--- src/rtl/spi_frame_pkg.sv ---
// Frame layout constants, controller states and request record shared by
// the SPI controller and the peripheral side.
package spi_frame_pkg;

    localparam int ADDR_BITS      = 10;
    localparam int DATA_BITS      = 8;
    localparam int DEAD1_BITS_DEF = 8;
    localparam int DEAD2_BITS_DEF = 6;

    localparam logic RW_WRITE = 1'b1;
    localparam logic RW_READ  = 1'b0;

    localparam logic [1:0] ST_IDLE  = 2'd0;
    localparam logic [1:0] ST_SHIFT = 2'd1;
    localparam logic [1:0] ST_GAP   = 2'd2;

    typedef struct packed {
        logic                 rw;
        logic [ADDR_BITS-1:0] addr;
        logic [DATA_BITS-1:0] data;
    } spi_req_t;

    // Total bit slots of one frame: rw, address, dead1, data, dead2.
    function automatic int frame_bits(input int dead1, input int dead2);
        return 1 + ADDR_BITS + dead1 + DATA_BITS + dead2;
    endfunction

endpackage

--- src/rtl/spi_master_ctrl_if.sv ---
// Host request/response and SPI pin bundle of the SPI controller.
interface spi_master_ctrl_if;
    import spi_frame_pkg::*;

    logic                 start;
    logic                 rw;
    logic [ADDR_BITS-1:0] addr;
    logic [DATA_BITS-1:0] wdata;
    logic                 busy;
    logic                 done;
    logic [DATA_BITS-1:0] rdata;
    logic                 SCLK;
    logic                 CSN;
    logic                 MOSI;
    logic                 MISO;

    modport master (
        input  start, rw, addr, wdata, MISO,
        output busy, done, rdata, SCLK, CSN, MOSI
    );

    modport slave (
        output start, rw, addr, wdata, MISO,
        input  busy, done, rdata, SCLK, CSN, MOSI
    );

endinterface

--- src/rtl/spi_sclk_gen.sv ---
// SCLK generator: half-period down-counter, registered SCLK (mode 0, idle
// low). rise_o/fall_o flag the clk edge at which SCLK is about to change, so
// the controller can update MOSI on that very edge.
module spi_sclk_gen #(
    parameter int CLK_DIV = 4
) (
    input  logic clk,
    input  logic rst_n,
    input  logic run_i,
    output logic sclk_o,
    output logic rise_o,
    output logic fall_o
);

    localparam logic [7:0] HALF_LOAD = 8'(CLK_DIV - 1);

    logic [7:0] cnt_q;
    logic       sclk_q;
    logic       tc;

    assign tc     = (cnt_q == 8'd0);
    assign rise_o = run_i && tc && !sclk_q;
    assign fall_o = run_i && tc && sclk_q;
    assign sclk_o = sclk_q;

    // Count down each half period; stopping the generator parks SCLK low.
    always_ff @(posedge clk or negedge rst_n) begin
        if (!rst_n) begin
            cnt_q  <= HALF_LOAD;
            sclk_q <= 1'b0;
        end else if (!run_i) begin
            cnt_q  <= HALF_LOAD;
            sclk_q <= 1'b0;
        end else if (tc) begin
            cnt_q  <= HALF_LOAD;
            sclk_q <= ~sclk_q;
        end else begin
            cnt_q  <= cnt_q - 8'd1;
        end
    end

endmodule

--- src/rtl/spi_master_ctrl.sv ---
// SPI initiator for the 33-bit register-access frame: rw, addr, dead1,
// data, dead2. Captures 8 MISO bits from the data slots on reads.
//
//   state    | meaning
//   ---------+-----------------------------------------------------------
//   ST_IDLE  | CSN high, SCLK low, waiting for start
//   ST_SHIFT | CSN low, shifting slots; tail_q marks the half period after
//            | the last falling edge before CSN is released
//   ST_GAP   | CSN high, done pulsed on entry, busy held for 2*CLK_DIV
module spi_master_ctrl
    import spi_frame_pkg::*;
#(
    parameter int CLK_DIV    = 4,
    parameter int DEAD1_BITS = DEAD1_BITS_DEF,
    parameter int DEAD2_BITS = DEAD2_BITS_DEF
) (
    input  logic              clk,
    input  logic              rst_n,
    spi_master_ctrl_if.master bus
);

    localparam int         FB         = frame_bits(DEAD1_BITS, DEAD2_BITS);
    localparam int         DATA_LO    = 1 + ADDR_BITS + DEAD1_BITS;
    localparam logic [5:0] LAST_SLOT  = 6'(FB - 1);
    localparam logic [5:0] DATA_FIRST = 6'(DATA_LO);
    localparam logic [5:0] DATA_LAST  = 6'(DATA_LO + DATA_BITS - 1);
    localparam logic [8:0] TAIL_LOAD  = 9'(CLK_DIV - 1);
    localparam logic [8:0] GAP_LOAD   = 9'(2 * CLK_DIV - 1);

    logic [1:0]           state_q, state_d;
    logic [FB-1:0]        tx_q, tx_d;
    logic [5:0]           slot_q, slot_d;
    logic                 tail_q, tail_d;
    logic [8:0]           tmr_q, tmr_d;
    logic [DATA_BITS-1:0] rx_q, rx_d;
    logic [DATA_BITS-1:0] rdata_q, rdata_d;
    logic                 rw_q, rw_d;
    logic                 csn_q, csn_d;
    logic                 mosi_q, mosi_d;
    logic                 busy_q, busy_d;
    logic                 done_q, done_d;

    spi_req_t      req;
    logic [FB-1:0] frame_w;
    logic          sclk_run, sclk, sclk_rise, sclk_fall;
    logic          in_data;

    assign req.rw   = bus.rw;
    assign req.addr = bus.addr;
    assign req.data = (bus.rw == RW_WRITE) ? bus.wdata : '0;
    assign frame_w  = {req.rw, req.addr, {DEAD1_BITS{1'b0}}, req.data, {DEAD2_BITS{1'b0}}};

    assign sclk_run = (state_q == ST_SHIFT) && !tail_q;
    assign in_data  = (slot_q >= DATA_FIRST) && (slot_q <= DATA_LAST);

    spi_sclk_gen #(.CLK_DIV(CLK_DIV)) u_sclk_gen (
        .clk    (clk),
        .rst_n  (rst_n),
        .run_i  (sclk_run),
        .sclk_o (sclk),
        .rise_o (sclk_rise),
        .fall_o (sclk_fall)
    );

    // Frame sequencing: accept, slot shifting, tail delay, gap timer.
    always_comb begin
        state_d = state_q;
        tx_d    = tx_q;
        slot_d  = slot_q;
        tail_d  = tail_q;
        tmr_d   = tmr_q;
        rx_d    = rx_q;
        rdata_d = rdata_q;
        rw_d    = rw_q;
        csn_d   = csn_q;
        mosi_d  = mosi_q;
        busy_d  = busy_q;
        done_d  = 1'b0;
        case (state_q)
            ST_IDLE: begin
                if (bus.start) begin
                    state_d = ST_SHIFT;
                    mosi_d  = frame_w[FB-1];
                    tx_d    = frame_w << 1;
                    rw_d    = bus.rw;
                    slot_d  = 6'd0;
                    tail_d  = 1'b0;
                    rx_d    = '0;
                    csn_d   = 1'b0;
                    busy_d  = 1'b1;
                end
            end
            ST_SHIFT: begin
                if (tail_q) begin
                    if (tmr_q == 9'd0) begin
                        state_d = ST_GAP;
                        tail_d  = 1'b0;
                        tmr_d   = GAP_LOAD;
                        csn_d   = 1'b1;
                        mosi_d  = 1'b0;
                        done_d  = 1'b1;
                        if (rw_q == RW_READ) begin
                            rdata_d = rx_q;
                        end
                    end else begin
                        tmr_d = tmr_q - 9'd1;
                    end
                end else begin
                    if (sclk_rise && in_data) begin
                        rx_d = {rx_q[DATA_BITS-2:0], bus.MISO};
                    end
                    if (sclk_fall) begin
                        mosi_d = tx_q[FB-1];
                        tx_d   = tx_q << 1;
                        if (slot_q == LAST_SLOT) begin
                            tail_d = 1'b1;
                            tmr_d  = TAIL_LOAD;
                        end else begin
                            slot_d = slot_q + 6'd1;
                        end
                    end
                end
            end
            ST_GAP: begin
                if (tmr_q == 9'd0) begin
                    state_d = ST_IDLE;
                    busy_d  = 1'b0;
                end else begin
                    tmr_d = tmr_q - 9'd1;
                end
            end
            default: begin
                state_d = ST_IDLE;
                tail_d  = 1'b0;
                csn_d   = 1'b1;
                mosi_d  = 1'b0;
                busy_d  = 1'b0;
            end
        endcase
    end

    // State and output registers; reset aborts any frame without a done.
    always_ff @(posedge clk or negedge rst_n) begin
        if (!rst_n) begin
            state_q <= ST_IDLE;
            tx_q    <= '0;
            slot_q  <= 6'd0;
            tail_q  <= 1'b0;
            tmr_q   <= 9'd0;
            rx_q    <= '0;
            rdata_q <= '0;
            rw_q    <= 1'b0;
            csn_q   <= 1'b1;
            mosi_q  <= 1'b0;
            busy_q  <= 1'b0;
            done_q  <= 1'b0;
        end else begin
            state_q <= state_d;
            tx_q    <= tx_d;
            slot_q  <= slot_d;
            tail_q  <= tail_d;
            tmr_q   <= tmr_d;
            rx_q    <= rx_d;
            rdata_q <= rdata_d;
            rw_q    <= rw_d;
            csn_q   <= csn_d;
            mosi_q  <= mosi_d;
            busy_q  <= busy_d;
            done_q  <= done_d;
        end
    end

    assign bus.SCLK  = sclk;
    assign bus.CSN   = csn_q;
    assign bus.MOSI  = mosi_q;
    assign bus.busy  = busy_q;
    assign bus.done  = done_q;
    assign bus.rdata = rdata_q;

endmodule

--- src/flat_wrapper.sv ---
// flat-port wrapper written by rule: the top's interface ports become plain ports
module spi_master_ctrl_flat import spi_frame_pkg::*;
#(
    parameter int CLK_DIV    = 4,
    parameter int DEAD1_BITS = DEAD1_BITS_DEF,
    parameter int DEAD2_BITS = DEAD2_BITS_DEF
)
  (clk, rst_n, bus_start, bus_rw, bus_addr, bus_wdata, bus_MISO, bus_busy, bus_done, bus_rdata, bus_SCLK, bus_CSN, bus_MOSI);
  spi_master_ctrl_if bus_i ();
  input  logic clk;
  input  logic rst_n;
  input wire logic [$bits(bus_i.start)-1:0] bus_start;
  input wire logic [$bits(bus_i.rw)-1:0] bus_rw;
  input wire logic [$bits(bus_i.addr)-1:0] bus_addr;
  input wire logic [$bits(bus_i.wdata)-1:0] bus_wdata;
  input wire logic [$bits(bus_i.MISO)-1:0] bus_MISO;
  output wire logic [$bits(bus_i.busy)-1:0] bus_busy;
  output wire logic [$bits(bus_i.done)-1:0] bus_done;
  output wire logic [$bits(bus_i.rdata)-1:0] bus_rdata;
  output wire logic [$bits(bus_i.SCLK)-1:0] bus_SCLK;
  output wire logic [$bits(bus_i.CSN)-1:0] bus_CSN;
  output wire logic [$bits(bus_i.MOSI)-1:0] bus_MOSI;
  assign bus_i.start = bus_start;
  assign bus_i.rw = bus_rw;
  assign bus_i.addr = bus_addr;
  assign bus_i.wdata = bus_wdata;
  assign bus_i.MISO = bus_MISO;
  assign bus_busy = bus_i.busy;
  assign bus_done = bus_i.done;
  assign bus_rdata = bus_i.rdata;
  assign bus_SCLK = bus_i.SCLK;
  assign bus_CSN = bus_i.CSN;
  assign bus_MOSI = bus_i.MOSI;
  spi_master_ctrl #(.CLK_DIV(CLK_DIV), .DEAD1_BITS(DEAD1_BITS), .DEAD2_BITS(DEAD2_BITS)) u_core (.clk(clk), .rst_n(rst_n), .bus(bus_i));
endmodule
--- config.mk ---
export PLATFORM = sky130hd
export DESIGN_NAME = spi_master_ctrl_flat
export DESIGN_NICKNAME = d
export VERILOG_FILES = /design/src/rtl/spi_frame_pkg.sv /design/src/rtl/spi_master_ctrl_if.sv /design/src/rtl/spi_sclk_gen.sv /design/src/rtl/spi_master_ctrl.sv /design/src/flat_wrapper.sv
export SDC_FILE = /design/constraint.sdc
export NUM_CORES = 1
export LEC_CHECK = 0
export CORE_ASPECT_RATIO = 0.6
export CORE_MARGIN = 1.5
export CORE_UTILIZATION = 30
export CTS_BUF_LIST = sky130_fd_sc_hd__clkbuf_4 sky130_fd_sc_hd__clkbuf_8
export DETAILED_ROUTE_END_ITERATION = 12
export PLACE_DENSITY_LB_ADDON = 0.1
export RECOVER_POWER = 25
export SLEW_MARGIN = 20
export SYNTH_ARGS = -nofsm -noshare
export SYNTH_HDL_FRONTEND = slang
export SYNTH_SLANG_ARGS = --single-unit
--- constraint.sdc ---
create_clock -name clk -period 3.3 [get_ports clk]
set_input_delay 0.66 -clock clk [delete_from_list [all_inputs] [get_ports clk]]
set_output_delay 0.66 -clock clk [all_outputs]
set_load 0.005 [all_outputs]
==> results of run 1 <==
==> state kept, by name, summed over array words and instances (netlist names) <==
name	count
u_core.tx_q	26
u_core.u_sclk_gen.sclk_o	1
u_core.tmr_q	9
u_core.bus.busy	1
u_core.tail_q	1
u_core.bus.CSN	1
u_core.u_sclk_gen.cnt_q	8
u_core.slot_q	6
u_core.state_q	2
u_core.bus.MOSI	1
u_core.bus.done	1
u_core.rw_q	1
u_core.rx_q	8
u_core.bus.rdata	8
==> layout make-up <==
type | instances | area [um^2] | share of cell area
Clock buffer | 12 | 165 | 0.0384
Clock inverter | 4 | 72.6 | 0.0169
Inverter | 9 | 33.8 | 0.00785
Multi-Input combinational cell | 260 | 1580 | 0.368
Sequential cell | 74 | 1860 | 0.431
Tap cell | 160 | 200 | 0.0465
Timing Repair Buffer | 40 | 392 | 0.0910
==> stage by stage <==
stage	cells	hold slack, ns	util	setup slack (ns)	instance area, um^2
after floorplan	361	0.364	-	0.954	3540
after global placement	542	0.469	0.356	0.752	4060
after detailed placement	542	0.474	0.356	0.715	4060
after CTS	558	0.493	0.377	0.702	4300
after global routing	559	0.509	0.377	0.365	4300
final	559	0.475	0.377	0.713	4300
==> layout by cell type, fill, tap and decap left out, types with 3 or more instances in the layout <==
cell type	synthesis	layout
dfrtp_1	71	71
and3_1	8	8
xor2_1	4	4
clkdlybuf4s50_1	0	34
mux2i_1	10	10
mux2_4	8	8
nor2b_1	4	4
clkbuf_8	0	12
xnor2_1	7	7
nor3_1	5	5
nand2_1	62	62
o21ai_0	18	18
buf_4	0	3
o21ai_1	29	29
a21oi_1	16	16
or3_1	5	5
nand2b_1	7	7
ha_1	7	7
or4_1	4	4
dfstp_2	3	3
inv_1	9	9
nor2_1	26	25
==> cells by family after synthesis <==
kind of cell	count (synthesis)	share of synthesized area
XOR/XNOR	11	0.0272
AO/OA/AOI/OAI	80	0.127
buffers and inverters	27	0.0314
AND/OR/NAND/NOR	143	0.201
flip-flops	74	0.524
multiplexers	19	0.0653
adder cells (fa/ha/maj)	7	0.0247
==> worst max-delay path by stage <==
stage,slack (ns),endpoint,start,cells past startpoint
6_report,0.71,u_core.bus.rdata[6],u_core.tmr_q[0],6
5_1_grt,0.37,u_core.tx_q[13],rst_n,2
4_1_cts,0.70,u_core.bus.rdata[0],u_core.tmr_q[0],6
3_5_place_dp,0.72,u_core.bus.rdata[6],u_core.tmr_q[0],6
3_3_place_gp,0.75,u_core.bus.rdata[6],u_core.tmr_q[0],6
2_1_floorplan,0.95,u_core.bus.rdata[0],u_core.tmr_q[0],8
==> power breakdown <==
group / total (W) / internal, W / switching [W] / leakage [nW]
Sequential: 0.00135 / 0.00116 / 0.000195 / 0.943
Combinational: 0.000669 / 0.000327 / 0.000342 / 0.809
Clock: 0.000832 / 0.000487 / 0.000345 / 0.119
==> critical path: stages (launching register included) <==
cell     delay [ns]
dfrtp_1        0.40
inv_1          0.06
ha_1           0.18
or4b_4         0.50
or2_0          0.35
or3_1          0.61
mux2_4         0.37
==> layer usage <==
metal  GRT usage  share of wire  vias to the layer above
li1            -              -                     1306
met1       0.201           0.55                     1223
met2       0.191           0.40                       44
met3      0.0423          0.043                       10
met4      0.0417          0.011                        0
met5           0              0                        -
==> flow_summary.json, run 1 <==
{
  "status": "finished, final reports clean",
  "regToRegSetupSlack_ns": 0.71,
  "max_cap_violations": 0,
  "fillers": 1166,
  "grt_first_pass_wirelength_um": 13100,
  "fp.dieH_um": 87.2,
  "grt_pass1_vias": 2528,
  "drt-vias-per-instance": 4.62,
  "core_um2": 11400,
  "hold_buffers": 0,
  "synth_cells": 361,
  "drt_pass1_iterations": 4,
  "critical_path_class": "register to register",
  "synth_edf_count": 0,
  "layout-drive-gt1-share": 0.103,
  "finClkSkew_ns": 0.0117,
  "critPathMaxFanout": 8,
  "finalPower_w": 0.00285,
  "r2r-start": "u_core.tmr_q[0]",
  "rsz0062_at_grt": "false",
  "powerDensity_nw_per_um2": 663,
  "layout.nets": 424,
  "cts.sinks": 74,
  "diodes": 0,
  "hold_class": "input pin to async pin",
  "report.final.slew_viol_count": 0,
  "gp_congestion": 0.782,
  "ys_top_cells_by_count": "dfrtp_1, nand2_1, o21ai_1",
  "clockRootBuffer": "clkbuf_8",
  "rr_worst_depth": 6,
  "critPathLaunchType": "register",
  "maxSlewHeadroom": 0.0579,
  "syn_avg_cell_area_um2": 9.82,
  "hold_viol": 0,
  "grt_usage": 0.137,
  "antenna_found_initial": 0,
  "post_cts_buffers": 0,
  "clk_pin_slew_worst_paths_ns": 0.08,
  "drc_errors": 0,
  "synth_top_area_share": 0.501,
  "dp_hpwl_um": 5200,
  "num_vias": 2583,
  "netlist_top_cells_area": "dfrtp_1, nand2_1, o21ai_1, mux2_4, mux2i_1",
  "num_io_pins": 36,
  "arrival_ns": 2.83,
  "vdd_drop_max_mv": 0.230,
  "initial_core_util": 0.311,
  "critPathRequiredTime_ns": 3.54,
  "htree_levels": 3,
  "io_buffers": 35,
  "clk_path_buf_depth": 2,
  "drtAntennaViolNets": 0,
  "die_w_um": 143,
  "post-route-period-util": 0.784,
  "yosysSeqAreaShare": 0.524,
  "routed_wl_um": 7660,
  "r2r-end": "u_core.bus.rdata[6]",
  "synthFlopType": "dfrtp_1",
  "yosysMostFrequentCell": "dfrtp_1",
  "area_growth_pct": 21.4,
  "cts_tree": "built",
  "ys_types": 52,
  "endpoint_kind": "register",
  "gr-total-overflow": 0,
  "synthArstFlopShare": 1.00,
  "final.setup.tns_ns": 0,
  "synth.largest_area_cell": "dfrtp_1",
  "ys_ff_latch": 74,
  "grt_max_degree": 75,
  "fp-row-count": 30,
  "post_cts_resized": 0,
  "leakage_nw": 1.87,
  "fin_crit_ns": 2.59,
  "setup-violations-final": 0,
  "netlist_area_um2": 3540,
  "timing.fmax_ghz": 0.386,
  "worst_slew_pin_slew_ns": 1.41,
  "yosysWarnings": 0,
  "die_area_um2": 12500,
  "drt_iter0_markers": 131,
  "post_drt_wl_per_cell_um": 13.7,
  "synth_nets": 391,
  "numCtsBuffers": 9,
  "insertion_delay_ns": 0.36
}
Note: power is estimated with default switching activity, not from simulation.
==> run 2, diff against run 1 <==
- clock period: 3.3 -> 2.24 ns (I/O delays scaled with it)
==> flow_summary.json, run 2 (synthesized netlist as in run 1, its figures left out) <==
{
  "rsz0062_at_grt": "true",
  "top_register": "u_core.tx_q",
  "crit_buf_inv": 2,
  "drt_pass1_iterations": 4,
  "clk_pin_slew_worst_paths_ns": 0.09,
  "worst_slew_pin_slew_ns": 2.03,
  "dp_hpwl_um": 5930,
  "largest_reg_flops": 26,
  "violations": "max-capacitance violations, max-slew violations",
  "slowest_stage": "or4b_4",
  "fin_crit_ns": 2.23,
  "die_area_um2": 12500,
  "critical_path_class": "register to register",
  "insertion_delay_ns": 0.35,
  "final_cells": 594,
  "num_vias": 2724,
  "cts.sinks": 74,
  "leakage_nw": 2.02,
  "setup-violations-final": 0,
  "htree_levels": 3,
  "critPathRequiredTime_ns": 2.48,
  "numCtsBuffers": 9,
  "core_um2": 11400,
  "final.setup.tns_ns": 0,
  "grt_usage": 0.143,
  "critPathLaunchType": "register",
  "cts_tree": "built",
  "grt_first_pass_wirelength_um": 13500,
  "gp_congestion": 0.777,
  "path_cells": "inv_1 -> ha_4 -> or4b_4 -> or2_1 -> or3_1 -> buf_6 -> mux2_4",
  "reg_top3": "u_core.tx_q (26), u_core.tmr_q (9)",
  "dpl.cell_count": 576,
  "hold_buffers": 0,
  "hold_class": "register to register",
  "critPathMaxFanout": 8,
  "final_common_cell": "dfrtp_1",
  "drt-vias-per-instance": 4.59,
  "fp-row-count": 30,
  "grt_max_degree": 36,
  "postLayoutCellArea_um2": 4580,
  "place_area_um2": 4330,
  "io_buffers": 35,
  "drt_iter0_markers": 155,
  "layout.nets": 459,
  "grt_pass1_vias": 2550,
  "post-route-period-util": 0.994,
  "die_w_um": 143,
  "maxSlewHeadroom": -0.355,
  "arrival_ns": 2.47,
  "diodes": 0,
  "finClkSkew_ns": 0.00935,
  "report.final.slew_viol_count": 35,
  "status": "finished with violations",
  "post_drt_wl_per_cell_um": 13.6,
  "clockRootBuffer": "clkbuf_8",
  "fp.dieH_um": 87.2,
  "fillers": 1150,
  "drc_errors": 0,
  "hold_viol": 0,
  "max_cap_violations": 1,
  "powerDensity_nw_per_um2": 940,
  "layout-drive-gt1-share": 0.194,
  "initial_core_util": 0.311,
  "drtAntennaViolNets": 0,
  "cp_top_family": "simple AND/OR/NAND/NOR gates",
  "area_growth_pct": 29.4,
  "routed_wl_um": 8080,
  "mostFrequentLayoutCells": "dfrtp_1, nand2_1, buf_4, clkdlybuf4s50_1, o21ai_1",
  "endpoint_kind": "register",
  "vdd_drop_max_mv": 0.276,
  "gr-total-overflow": 0,
  "timing.fmax_ghz": 0.449,
  "clk_path_buf_depth": 2,
  "antenna_found_initial": 0,
  "num_io_pins": 36,
  "slowest_delay_ns": 0.45
}
run 2: changes by cell type in the layout (fill, tap and decap cells not counted), sizes merged:
cell      previous run  this run
clkbuf              14        10
clkinv               1         2
clkinvlp             1         2
inv                  9        11
bufinv               2         1
buf                  4        40
run 2: final timing paths:
path,startpoint,end,slack [ns],cells after the start
worst max-delay path,u_core.tmr_q[0],u_core.bus.rdata[6],0.01,7
worst min-delay path,u_core.tx_q[29],u_core.tx_q[29],0.49,2
worst max register to register,u_core.tmr_q[0],u_core.bus.rdata[6],0.01,7
worst min register to register,u_core.tx_q[29],u_core.tx_q[29],0.49,2
max in group asynchronous,rst_n,u_core.tx_q[17],0.41,1
min in group asynchronous,rst_n,u_core.tmr_q[0],0.66,1
run 2: what timing repair did:
item | in CTS | in global routing
pin swaps | 4 | 4
cloned | 0 | 0
buffers inserted | 1 | 1
resized for setup | 7 | 6
setup endpoints to repair | 10 | 18
run 2: tightest hold or removal path: stages (launching register included):
cell and delay (ns):
dfrtp_1 0.34, nand2_1 0.05, o21ai_1 0.06
run 2: through the flow:
step	total power, W	hold slack (ns)	util	setup WS (ns)
after detailed placement	0.00323	0.446	0.380	-0.0439
after global routing	0.00464	0.512	0.402	-0.0448
final	0.00431	0.488	0.402	0.0124
after global placement	0.00322	0.446	0.380	-0.00514
after floorplan	0.00267	0.152	-	-0.106
after CTS	0.00438	0.0472	0.400	-0.0233
run 2: routing by layer:
| metal | global-route usage | part of all wire | vias up |
|---|---|---|---|
| li1 | - | - | 1379 |
| met1 | 0.220 | 0.55 | 1287 |
| met2 | 0.190 | 0.39 | 52 |
| met3 | 0.0423 | 0.050 | 6 |
| met4 | 0.0380 | 0.0077 | 0 |
| met5 | 0 | 0 | - |
run 2: power breakdown:
| group | internal (W) | switching, W | leakage [nW] |
|---|---|---|---|
| combinational | 0.000677 | 0.000631 | 0.983 |
| sequential | 0.00170 | 0.000216 | 0.943 |
| clock | 0.000522 | 0.000558 | 0.0962 |
run 2: cell type report:
class / instances / area [um^2] / share of cell area
Sequential cell: 74 / 1860 / 0.405
Timing Repair Buffer: 75 / 673 / 0.147
Tap cell: 160 / 200 / 0.0437
Clock buffer: 9 / 124 / 0.0270
Clock inverter: 7 / 76.3 / 0.0166
Multi-Input combinational cell: 260 / 1620 / 0.354
Inverter: 9 / 33.8 / 0.00737
